==> src/rtl/serial_sub_ctrl_if.sv <==
`default_nettype none
// ============================================================================
// Module      : serial_sub_ctrl_if
// Description : Request/result bundle between a requesting datapath (master)
//               and the bit-serial subtraction controller (slave).
// Revision    : 1.0 - initial release
// ============================================================================
interface serial_sub_ctrl_if #(
    parameter int WIDTH = 8
);
    logic             start;
    logic             clr;
    logic [WIDTH-1:0] a;
    logic [WIDTH-1:0] b;
    logic             bor_in;
    logic             ready;
    logic             busy;
    logic             done;
    logic [WIDTH-1:0] diff;
    logic             bor_out;

    modport master (
        output start, clr, a, b, bor_in,
        input  ready, busy, done, diff, bor_out
    );

    modport slave (
        input  start, clr, a, b, bor_in,
        output ready, busy, done, diff, bor_out
    );
endinterface
`default_nettype wire

==> src/rtl/serial_sub_ctrl.sv <==
`default_nettype none
// ============================================================================
// Module      : serial_sub_ctrl
// Description : Bit-serial subtractor controller. Steps one full-subtractor
//               cell over WIDTH cycles, LSB first, computing a - b - bor_in.
//               start/ready/done handshake, synchronous clr abort.
// Revision    : 1.0 - initial release
// ============================================================================
module serial_sub_ctrl #(
    parameter int WIDTH = 8
) (
    input  logic               clk,
    input  logic               rst_n,
    serial_sub_ctrl_if.slave   bus
);

    localparam int              CNT_W      = (WIDTH > 1) ? $clog2(WIDTH) : 1;
    localparam logic [CNT_W-1:0] C_CNT_LAST = CNT_W'(WIDTH - 1);
    localparam logic [CNT_W-1:0] C_CNT_ONE  = CNT_W'(1);

    localparam logic [1:0] C_IDLE = 2'd0;
    localparam logic [1:0] C_RUN  = 2'd1;
    localparam logic [1:0] C_DONE = 2'd2;

    logic [1:0]       state_q,   state_d;
    logic [WIDTH-1:0] sa_q,      sa_d;
    logic [WIDTH-1:0] sb_q,      sb_d;
    logic [WIDTH-1:0] res_q,     res_d;
    logic             br_q,      br_d;
    logic [CNT_W-1:0] cnt_q,     cnt_d;
    logic [WIDTH-1:0] diff_q,    diff_d;
    logic             bor_out_q, bor_out_d;

    // Single full-subtractor cell working on the current LSBs
    logic             w_a0;
    logic             w_b0;
    logic             w_bit;
    logic             w_br_next;
    logic [WIDTH-1:0] w_res_shift;

    // State register
    always_ff @(posedge clk or negedge rst_n) begin
        if (!rst_n) begin
            state_q <= C_IDLE;
        end else begin
            state_q <= state_d;
        end
    end

    // Next-state logic; clr overrides everything, including a new start
    always_comb begin
        state_d = state_q;
        if (bus.clr) begin
            state_d = C_IDLE;
        end else begin
            case (state_q)
                C_IDLE:  if (bus.start) state_d = C_RUN;
                C_RUN:   if (cnt_q == C_CNT_LAST) state_d = C_DONE;
                C_DONE:  state_d = C_IDLE;
                default: state_d = C_IDLE;
            endcase
        end
    end

    // Handshake outputs decoded purely from the registered state
    always_comb begin
        bus.ready = (state_q == C_IDLE);
        bus.busy  = (state_q == C_RUN);
        bus.done  = (state_q == C_DONE);
    end

    assign bus.diff    = diff_q;
    assign bus.bor_out = bor_out_q;

    // Bit-step cell and result-shift preview (shift right, new bit at MSB)
    always_comb begin
        w_a0        = sa_q[0];
        w_b0        = sb_q[0];
        w_bit       = w_a0 ^ w_b0 ^ br_q;
        w_br_next   = (~w_a0 & w_b0) | (~w_a0 & br_q) | (w_b0 & br_q);
        w_res_shift = res_q >> 1;
        w_res_shift[WIDTH-1] = w_bit;
    end

    // Datapath next values: load on accept, step in RUN, publish on last step
    always_comb begin
        sa_d      = sa_q;
        sb_d      = sb_q;
        res_d     = res_q;
        br_d      = br_q;
        cnt_d     = cnt_q;
        diff_d    = diff_q;
        bor_out_d = bor_out_q;
        if (!bus.clr) begin
            case (state_q)
                C_IDLE: begin
                    if (bus.start) begin
                        sa_d  = bus.a;
                        sb_d  = bus.b;
                        br_d  = bus.bor_in;
                        cnt_d = '0;
                    end
                end
                C_RUN: begin
                    sa_d  = sa_q >> 1;
                    sb_d  = sb_q >> 1;
                    res_d = w_res_shift;
                    br_d  = w_br_next;
                    cnt_d = cnt_q + C_CNT_ONE;
                    if (cnt_q == C_CNT_LAST) begin
                        diff_d    = w_res_shift;
                        bor_out_d = w_br_next;
                    end
                end
                default: ;
            endcase
        end
    end

    // Datapath registers
    always_ff @(posedge clk or negedge rst_n) begin
        if (!rst_n) begin
            sa_q      <= '0;
            sb_q      <= '0;
            res_q     <= '0;
            br_q      <= 1'b0;
            cnt_q     <= '0;
            diff_q    <= '0;
            bor_out_q <= 1'b0;
        end else begin
            sa_q      <= sa_d;
            sb_q      <= sb_d;
            res_q     <= res_d;
            br_q      <= br_d;
            cnt_q     <= cnt_d;
            diff_q    <= diff_d;
            bor_out_q <= bor_out_d;
        end
    end

endmodule
`default_nettype wire

==> src/flat_wrapper.sv <==
// flat-port wrapper written by rule: the top's interface ports become plain ports
module serial_sub_ctrl_flat 
#(
    parameter int WIDTH = 8
)
  (clk, rst_n, bus_start, bus_clr, bus_a, bus_b, bus_bor_in, bus_ready, bus_busy, bus_done, bus_diff, bus_bor_out);
  serial_sub_ctrl_if #(.WIDTH(WIDTH)) bus_i ();
  input  logic clk;
  input  logic rst_n;
  input wire logic [$bits(bus_i.start)-1:0] bus_start;
  input wire logic [$bits(bus_i.clr)-1:0] bus_clr;
  input wire logic [$bits(bus_i.a)-1:0] bus_a;
  input wire logic [$bits(bus_i.b)-1:0] bus_b;
  input wire logic [$bits(bus_i.bor_in)-1:0] bus_bor_in;
  output wire logic [$bits(bus_i.ready)-1:0] bus_ready;
  output wire logic [$bits(bus_i.busy)-1:0] bus_busy;
  output wire logic [$bits(bus_i.done)-1:0] bus_done;
  output wire logic [$bits(bus_i.diff)-1:0] bus_diff;
  output wire logic [$bits(bus_i.bor_out)-1:0] bus_bor_out;
  assign bus_i.start = bus_start;
  assign bus_i.clr = bus_clr;
  assign bus_i.a = bus_a;
  assign bus_i.b = bus_b;
  assign bus_i.bor_in = bus_bor_in;
  assign bus_ready = bus_i.ready;
  assign bus_busy = bus_i.busy;
  assign bus_done = bus_i.done;
  assign bus_diff = bus_i.diff;
  assign bus_bor_out = bus_i.bor_out;
  serial_sub_ctrl #(.WIDTH(WIDTH)) u_core (.clk(clk), .rst_n(rst_n), .bus(bus_i));
endmodule
==> config.mk <==
export PLATFORM = sky130hd
export DESIGN_NAME = serial_sub_ctrl_flat
export DESIGN_NICKNAME = d
export VERILOG_FILES = /design/src/rtl/serial_sub_ctrl_if.sv /design/src/rtl/serial_sub_ctrl.sv /design/src/flat_wrapper.sv
export SDC_FILE = /design/constraint.sdc
export NUM_CORES = 1
export LEC_CHECK = 0
export ABC_AREA = 1
export ABC_CLOCK_PERIOD_IN_PS = 1300
export BUFFER_PORTS_ARGS = -buffer_cell sky130_fd_sc_hd__buf_2
export CAP_MARGIN = 25
export CORE_ASPECT_RATIO = 0.5
export CORE_UTILIZATION = 45
export CTS_CLUSTER_DIAMETER = 80
export DETAILED_ROUTE_END_ITERATION = 10
export GPL_TIMING_DRIVEN = 0
export PLACE_DENSITY_LB_ADDON = 0.1
export SLEW_MARGIN = 20
export SYNTH_ARGS = -nofsm -noshare
export SYNTH_HDL_FRONTEND = slang
export SYNTH_SLANG_ARGS = --single-unit
==> constraint.sdc <==
create_clock -name clk -period 1.3 [get_ports clk]
set_clock_uncertainty 0.1 [all_clocks]
set_input_delay 0.13 -clock clk [delete_from_list [all_inputs] [get_ports clk]]
set_output_delay 0.13 -clock clk [all_outputs]
set_load 0.01 [all_outputs]
==> results of run 1 <==
==> where the power goes <==
| part | leakage [nW] | switching [mW] | total (mW) | internal [mW] |
|---|---|---|---|---|
| clock network | 0.0714 | 0.430 | 1.25 | 0.819 |
| registers | 0.495 | 0.138 | 1.54 | 1.41 |
| logic | 0.799 | 0.467 | 0.862 | 0.395 |
==> placed cells by master, fill, tap and decap left out, drive strengths merged <==
cell / synthesis / final
nand2: 110 / 110
buf: 7 / 56
dfrtp: 38 / 38
o21ai: 21 / 21
nand3: 16 / 16
inv: 12 / 12
clkbuf: 2 / 10
nor2: 5 / 5
dlygate4sd3: 0 / 3
bufinv: 0 / 2
ha: 2 / 2
fa: 1 / 1
==> cells by family after synthesis <==
kind of cell,after synthesis
DFF,38
buffers and inverters,21
AOI/OAI and AO/OA,21
and+or+nand+nor,131
adders and majority gates,3
==> worst reg2reg max path: cells and delay by family, from the launching register on <==
family / cells / cell delay [ns]
flip-flops: 1 / 0.36
adder cells (fa/ha/maj): 2 / 0.32
AND/OR/NAND/NOR: 4 / 0.30
buffers and inverters: 2 / 0.21
==> worst min path at each step <==
stage               cells after the start  startpoint  slack, ns                             end
floorplan                               0       rst_n      -0.27         u_core.br_q$_DFFE_PN0P_
global placement                        1       rst_n       0.19  u_core.bus.diff[2]$_DFFE_PN0P_
detailed placement                      1       rst_n       0.20  u_core.bus.diff[3]$_DFFE_PN0P_
CTS                                     5  bus_bor_in       0.02         u_core.br_q$_DFFE_PN0P_
global route                            5    bus_a[4]       0.05      u_core.sa_q[4]$_DFFE_PN0P_
finish                                  5    bus_a[6]       0.02      u_core.sa_q[6]$_DFFE_PN0P_
==> cell usage after synthesis <==
cell,n,area [sq um]
buf_4,1,7.51
buf_6,4,45.0
nand2_1,106,398
fa_1,1,20.0
buf_2,1,5.00
ha_1,2,25.0
dfrtp_1,38,951
nor2_1,3,11.3
nand2_4,3,33.8
nand2_2,1,6.26
o21ai_1,5,25.0
o21ai_0,8,40.0
buf_8,1,15.0
o21ai_4,1,16.3
nor2_4,2,22.5
o21ai_2,7,61.3
inv_2,1,3.75
inv_1,11,41.3
nand3_1,16,80.1
clkbuf_8,2,27.5
==> metal layers <==
metal | global-route usage (%) | up-vias | part of all wire [%]
met5 | 0 | - | 0
met4 | 6.88 | 0 | 0.85
met3 | 5.50 | 4 | 4.7
met2 | 33.0 | 37 | 47
met1 | 27.5 | 749 | 47
li1 | - | 787 | -
==> cell type report <==
class,instances,share of cell area [%]
Timing Repair Buffer,54,15.1
Tap cell,51,2.51
Buffer,9,4.96
Inverter,12,1.97
Clock buffer,6,3.24
Multi-Input combinational cell,155,32.4
Clock inverter,2,2.36
Sequential cell,38,37.4
==> registers in the layout, summed over array words and instances (netlist names) <==
name / flops
u_core.sb_q: 8
u_core.sa_q: 8
u_core.res_q: 7
u_core.state_q: 2
u_core.br_q: 1
u_core.bus.bor_out: 1
u_core.bus.diff: 8
u_core.cnt_q: 3
==> timing repair <==
| item | in CTS | in global routing |
|---|---|---|
| cloned | 1 | 2 |
| pin swaps | 4 | 4 |
| resized for setup | 15 | 33 |
| hold buffers | 3 | 0 |
| endpoints found under the hold margin | 40 | 0 |
| setup buffers | 12 | 4 |
| endpoints found under the setup margin | 40 | 78 |
==> results.txt, run 1 <==
synth warn: 0
reg-to-reg setup timing slack: -0.08 ns
I/O pins: 33
CP bufs+invs: 3
fin crit period: 1.45 ns
Die ar.: 4350 sq um
crit path to: bus_ready
layout cells sized above 1: 39.5%
outcome: finished with violations
Layout area overhead: 38.7%
Max-slew headroom: 64.0%
Hold Crit Class: in2reg
hold_ws: 0.0242 ns
fin worst setup slack: -0.145 ns
Via Count: 1577
MaxCap Viol Count: 0
Rows: 15
Synth Area in Adders: 2.45%
pin count of the biggest net entering global routing: 39
# nets final: 299
routability congestion estimate: 0.760
core footprint: 3660 sq um
initial antenna violation count: 0
slowest cell on the critical path: dfrtp_1
max incr delay on CP: 0.41 ns
power per cell area: 1440 nW/um^2
area share of and/or/nand/nor cells after synthesis: 30.1%
Slew Limit Fails: 0
failing checks: setup timing
total grt overflow: 0
Worst R2R Start: u_core.cnt_q[0]$_DFFE_PN0P_
Leak: 1.37 nW
Crit Path Category: reg2out
syn nets: 238
routed wire length: 4120 microns
routed vias/inst: 4.82
RSZ-0062 raised after global routing: yes
Compound-Gate Fraction of Synth Area: 7.77%
post-route non-filler standard cell count: 327
vias in the first global route: 1372
fmax: 0.692 GHz
register area: 952 sq um
gr usage total: 20.4%
DIE WIDTH: 92.3 microns
crit path from: u_core.state_q[0]$_DFFE_PN0P_
starting density of the core: 50.2%
multiplexer share of the synthesized area: 0%
reg2reg end: u_core.bus.diff[0]$_DFFE_PN0P_
Post-DP Area: 2090 sq um
crit path max fanout: 3
final period utilization: 111%
crit-path cells: clkbuf_8, buf_8, nor2_2, buf_2
final-report setup violation count: 28
Fin Setup TNS: -1.58 ns
CTS tree: yes
Avg WL per Cell: 12.6 microns
kind of start point of the critical path: flip-flop
Antenna diodes: 0
Final ANT Viol Nets: 0
DRC viols: 0
multi-input logic area: 826 sq um
TritonCTS Sinks: 38
post-route total power: 3.66 mW
Final Util: 69.6%
fillers: 302
Fin. Hold Viols: 0
CP arrival: 1.22 ns
Synth Area per Inst: 8.58 sq um
pre-CTS setup slack: -0.107 ns
maximum VDD drop: 567 uV
Clock Tree Buf Depth: 2
cts bufs inserted: 5
HPWL after DPL: 2460 microns
CP required: 1.07 ns
Cell variety after synth: 20
Yosys reg bits: 38
Seq/Total Area, Yosys: 51.8%
DRT iter0 DRCs: 47
Port Buffers: 32
CP delay by family, top: buffers and inverters
first-pass GRT wire length: 6520 microns
fin area: 2550 sq um
critical path depth: 4
placed insts: 297
Clock Latency Late Sink: 0.29 ns
post-synthesis cell area: 1840 sq um
Setup crit end kind: output port
Least-Margin Pin Slew: 0.541 ns
clock root buffer: clkbuf_8
FF-to-FF path depth: 8
H-tree Lvls: 2
clk slew on worst S/H paths: 0.08 ns
largest family of logic cells by synthesized area: simple AND/OR/NAND/NOR gates
die height: 47.2 microns
TritonRoute pass-1 iters: 4
XOR/XNOR Fraction of Synth Area: 0%
Post-Syn Instances: 214
Note: power is estimated with default switching activity, not from simulation.
==> inputs of run 2 (changes only) <==
--- a/config.mk
+++ b/config.mk
@@ -6,7 +6,7 @@
 export NUM_CORES = 1
 export LEC_CHECK = 0
 export ABC_AREA = 1
-export ABC_CLOCK_PERIOD_IN_PS = 1300
+export ABC_CLOCK_PERIOD_IN_PS = 1400
 export BUFFER_PORTS_ARGS = -buffer_cell sky130_fd_sc_hd__buf_2
 export CAP_MARGIN = 25
 export CORE_ASPECT_RATIO = 0.5
@@ -15,7 +15,8 @@
 export DETAILED_ROUTE_END_ITERATION = 10
 export GPL_TIMING_DRIVEN = 0
 export PLACE_DENSITY_LB_ADDON = 0.1
-export SLEW_MARGIN = 20
+export SETUP_SLACK_MARGIN = 0.02
+export SLEW_MARGIN = 10
 export SYNTH_ARGS = -nofsm -noshare
 export SYNTH_HDL_FRONTEND = slang
 export SYNTH_SLANG_ARGS = --single-unit
==> constraint.sdc (replaced) <==
create_clock -name clk -period 1.4 [get_ports clk]
set_clock_uncertainty 0.1 [all_clocks]
set_input_delay 0.14 -clock clk [delete_from_list [all_inputs] [get_ports clk]]
set_output_delay 0.14 -clock clk [all_outputs]
set_load 0.01 [all_outputs]
==> results.txt, run 2 (same netlist as run 1, synthesis figures left out) <==
outcome: finished with violations
failing checks: setup timing
Internal: 2.17 mW
clk slew on worst S/H paths: 0.08 ns
commonest non-fill, non-tap cell in the layout: nand2_1
first-pass GRT wire length: 6980 microns
Reg power frac: 45.6%
die height: 47.2 microns
Via Count: 1600
cts bufs inserted: 5
H-tree Lvls: 2
CTS tree: yes
NetSw: 0.958 mW
final period utilization: 102%
Fin. Hold Viols: 0
FF-to-FF path depth: 6
TritonRoute pass-1 iters: 4
RSZ-0062 raised after global routing: yes
fillers: 284
total grt overflow: 0
TritonCTS Sinks: 38
routed wire length: 4380 microns
clock root buffer: clkbuf_8
Setup crit end kind: flip-flop
maximum VDD drop: 478 uV
most frequent cells in the layout: nand2_1 (91), dfrtp_1 (37), buf_2 (30)
switch share: 30.6%
DRT iter0 DRCs: 113
reg2reg end: u_core.sb_q[0]$_DFFE_PN0P_
DRC viols: 0
MaxCap Viol Count: 0
Crit Path Category: reg2reg
Worst R2R Start: u_core.state_q[0]$_DFFE_PN0P_
initial antenna violation count: 0
fmax: 0.698 GHz
# nets final: 307
CP arrival: 1.57 ns
gr usage total: 22.2%
Rows: 15
layout cells sized above 1: 40.1%
routed vias/inst: 4.78
combinational fraction of design power: 24.1%
Least-Margin Pin Slew: 0.853 ns
CP required: 1.53 ns
Avg WL per Cell: 13.1 microns
I/O pins: 33
routability congestion estimate: 0.743
crit path max fanout: 10
fin crit period: 1.43 ns
Leak: 1.38 nW
Slew Limit Fails: 0
core footprint: 3660 sq um
Antenna diodes: 0
kind of start point of the critical path: flip-flop
post-route total power: 3.13 mW
Clk pwr share: 30.3%
Port Buffers: 32
reg-to-reg setup timing slack: -0.03 ns
final-report setup violation count: 19
HPWL after DPL: 2430 microns
Final Util: 72.0%
hold path endpoint: u_core.sb_q[3]$_DFFE_PN0P_
Layout area overhead: 43.6%
HP Start: bus_b[3]
Max-slew headroom: 43.1%
Final ANT Viol Nets: 0
Clock Latency Late Sink: 0.30 ns
starting density of the core: 50.2%
pin count of the biggest net entering global routing: 39
power per cell area: 1190 nW/um^2
Hold Crit Class: in2reg
Clock Tree Buf Depth: 2
Hold Path Cell Cnt: 5
Die ar.: 4350 sq um
DIE WIDTH: 92.3 microns
fin worst setup slack: -0.0320 ns
vias in the first global route: 1454
-- run 2: cell types whose count changed in the layout (fill, tap and decap cells not counted), moves of 2 or more --
cell and change:
buf_4 +9, o21ai_2 -5, nand2_1 -3, nand2_8 +3
o21ai_0 +3, buf_6 -2, buf_8 +2, clkbuf_8 -2
clkinvlp_4 +2, o21ai_1 +2
-- run 2: final cells by class --
| class | instances | area, sq um | share of cell area [%] |
|---|---|---|---|
| buffer | 9 | 129 | 4.89 |
| inverter | 12 | 47.5 | 1.80 |
| clock buffer | 5 | 68.8 | 2.61 |
| timing repair buffer | 62 | 464 | 17.6 |
| tap | 51 | 63.8 | 2.42 |
| clock inverter | 3 | 45.0 | 1.71 |
| sequential | 38 | 952 | 36.1 |
| multi-input combinational | 155 | 866 | 32.8 |
-- run 2: worst max path at each step --
| stage | depth (start not counted) | to | startpoint |
|---|---|---|---|
| 2_1_floorplan | 8 | u_core.bus.diff[7]$_DFFE_PN0P_ | u_core.cnt_q[0]$_DFFE_PN0P_ |
| 3_3_place_gp | 8 | u_core.bus.diff[7]$_DFFE_PN0P_ | u_core.cnt_q[0]$_DFFE_PN0P_ |
| 3_5_place_dp | 8 | u_core.bus.bor_out$_DFFE_PN0P_ | u_core.cnt_q[0]$_DFFE_PN0P_ |
| 4_1_cts | 4 | bus_ready | u_core.state_q[0]$_DFFE_PN0P_ |
| 5_1_grt | 6 | u_core.sb_q[1]$_DFFE_PN0P_ | u_core.state_q[0]$_DFFE_PN0P_ |
| 6_report | 6 | u_core.sb_q[0]$_DFFE_PN0P_ | u_core.state_q[0]$_DFFE_PN0P_ |
-- run 2: routing by layer --
layer	GRT usage, %	part of all wire (%)
met4	7.50	0.62
met2	37.0	48
met5	0	0
met1	29.1	47
met3	5.83	4.2
-- run 2: through the flow --
step           setup WS [ns]  cell area [sq um]  TNS, ns  cells  hold slack, ns
2_1_floorplan         0.0428               1840        0    214          -0.256
3_3_place_gp         -0.0738               2060   -0.466    297           0.200
3_5_place_dp         -0.0868               2060   -0.613    297           0.196
4_1_cts              -0.0262               2440  -0.0931    324          0.0189
5_1_grt              -0.0884               2640    -1.54    335          0.0508
6_report             -0.0320               2640   -0.311    335          0.0185
-- run 2: critical path: stages, from the launching register on --
cell and delay [ns]:
dfrtp_1 0.41, clkbuf_8 0.16, buf_4 0.14, o21ai_4 0.25, buf_6 0.19, nand2_1 0.06
nand2_1 0.07
-- run 2: power groups by stage --
stage               Combinational, mW  Sequential, mW  Clock, mW
floorplan                       0.437            1.42          0
finish                          0.754            1.43      0.950
global route                    0.850            1.46       1.02
detailed placement              0.588            1.44          0
global placement                0.570            1.44          0
CTS                             0.667            1.42      0.969
-- run 2: timing repair --
item | 4_1_cts | 5_1_grt
hold endpoints to repair | 40 | 0
setup buffers | 15 | 10
endpoints found under the setup margin | 22 | 40
hold buffers | 3 | 0
resized for setup | 27 | 30
pin swaps | 11 | 13
cloned | 1 | 1
==> inputs of run 3 (changes only) <==
--- a/config.mk
+++ b/config.mk
@@ -13,7 +13,7 @@
 export CORE_UTILIZATION = 45
 export CTS_CLUSTER_DIAMETER = 80
 export DETAILED_ROUTE_END_ITERATION = 10
-export GPL_TIMING_DRIVEN = 0
+export GPL_TIMING_DRIVEN = 1
 export PLACE_DENSITY_LB_ADDON = 0.1
 export SETUP_SLACK_MARGIN = 0.02
 export SLEW_MARGIN = 10
==> results.txt, run 3 (same netlist as run 1, synthesis figures left out) <==
outcome: completed
CP arrival: 1.14 ns
final-report setup violation count: 0
CP required: 1.16 ns
power per cell area: 1320 nW/um^2
routability congestion estimate: 0.712
layout cells sized above 1: 34.7%
maximum VDD drop: 527 uV
RSZ-0062 raised after global routing: yes
# nets final: 288
first-pass GRT wire length: 6200 microns
Leak: 1.31 nW
reg-to-reg setup timing slack: 0.03 ns
Die ar.: 4350 sq um
fin area: 2450 sq um
hold_ws: 0.00710 ns
MaxCap Viol Count: 0
H-tree Lvls: 2
clk slew on worst S/H paths: 0.08 ns
fin crit period: 1.38 ns
hold path endpoint: u_core.sa_q[7]$_DFFE_PN0P_
Rows: 15
Via Count: 1543
vias in the first global route: 1448
gr usage total: 18.9%
DIE WIDTH: 92.3 microns
Max-slew headroom: 86.3%
fmax: 0.725 GHz
Fin Setup TNS: 0 ns
final period utilization: 98.6%
Clock Latency Late Sink: 0.28 ns
kind of start point of the critical path: flip-flop
cts bufs inserted: 5
Port Buffers: 32
die height: 47.2 microns
Fin. Hold Viols: 0
FF-to-FF path depth: 6
pin count of the biggest net entering global routing: 39
Clock Tree Buf Depth: 2
DRT iter0 DRCs: 66
Post-DP Area: 2100 sq um
HP Start: bus_a[7]
Setup crit end kind: output port
TritonCTS Sinks: 38
core footprint: 3660 sq um
HPWL after DPL: 2320 microns
Worst R2R Start: u_core.state_q[1]$_DFFE_PN0P_
Hold Path Cell Cnt: 3
commonest non-fill, non-tap cell in the layout: nand2_1
Antenna diodes: 0
Final Util: 67.0%
total grt overflow: 0
DRC viols: 0
starting density of the core: 50.2%
initial antenna violation count: 0
Slew Limit Fails: 0
reg2reg end: u_core.sa_q[0]$_DFFE_PN0P_
clock root buffer: clkbuf_8
TritonRoute pass-1 iters: 4
Layout area overhead: 33.7%
Avg WL per Cell: 12.2 microns
post-route total power: 3.23 mW
crit path max fanout: 3
most frequent cells in the layout: nand2_1 (95), dfrtp_1 (36), buf_2 (31)
routed vias/inst: 4.88
I/O pins: 33
Crit Path Category: reg2out
Hold Crit Class: in2reg
Least-Margin Pin Slew: 0.205 ns
Final ANT Viol Nets: 0
fillers: 327
CTS tree: yes
routed wire length: 3870 microns
-- run 3: cell count changes in the layout (fill, tap and decap cells not counted), sizes merged --
cell | previous run | this run
buf | 66 | 50
dlygate4sd3 | 3 | 1
clkinvlp | 2 | 0
bufinv | 1 | 2
-- run 3: per-stage QoR --
stage,instances,worst slack [ns]
after floorplan,214,0.0428
after global placement,298,0.0645
after detailed placement,298,0.0107
after CTS,312,0.00178
after global routing,316,-0.0405
final,316,0.0198
-- run 3: repair_timing --
item                                    in CTS  in global routing
endpoints found under the setup margin      11                 40
setup buffers                                5                  3
pin swaps                                    5                  6
gates resized for setup                     13                 22
gates cloned                                 0                  1
hold buffers                                 1                  0
endpoints found under the hold margin       38                  0
-- run 3: layer usage --
layer	up-vias	GRT usage, %	share of wire (%)
li1	768	-	-
met1	737	22.7	46
met2	36	33.2	48
met3	2	6.47	4.9
met4	0	6.56	0.36
met5	-	0	0
-- run 3: report_power, final --
part | switching (mW) | internal, mW | leakage (nW) | total [mW]
registers | 0.124 | 1.31 | 0.494 | 1.43
logic | 0.373 | 0.292 | 0.742 | 0.665
clock network | 0.379 | 0.760 | 0.0714 | 1.14
total | 0.875 | 2.36 | 1.31 | 3.23
-- run 3: how the worst max path moves through the flow --
stage / start / endpoint / slack [ns] / cells past startpoint
floorplan: u_core.cnt_q[0]$_DFFE_PN0P_ / u_core.bus.diff[7]$_DFFE_PN0P_ / 0.04 / 8
global placement: u_core.cnt_q[0]$_DFFE_PN0P_ / u_core.bus.bor_out$_DFFE_PN0P_ / 0.06 / 8
detailed placement: u_core.cnt_q[0]$_DFFE_PN0P_ / u_core.bus.diff[2]$_DFFE_PN0P_ / 0.01 / 8
CTS: u_core.state_q[1]$_DFFE_PN0P_ / u_core.sa_q[6]$_DFFE_PN0P_ / 0.002 / 6
global route: u_core.state_q[1]$_DFFE_PN0P_ / u_core.sa_q[0]$_DFFE_PN0P_ / -0.04 / 6
finish: u_core.state_q[1]$_DFFE_PN0P_ / bus_busy / 0.02 / 4
-- run 3: final cells by class --
class	instances	area (sq um)	area share, %
tap	51	63.8	2.60
multi-input combinational	155	832	33.9
timing repair buffer	52	414	16.9
sequential	38	953	38.9
clock buffer	6	82.6	3.37
inverter	12	47.5	1.94
clock inverter	2	60.1	2.45
-- run 3: worst max-delay path, stage by stage, from the launching register on --
cell	delay, ns
dfrtp_2	0.43
buf_4	0.15
nor2_4	0.09
buf_6	0.10
buf_6	0.09
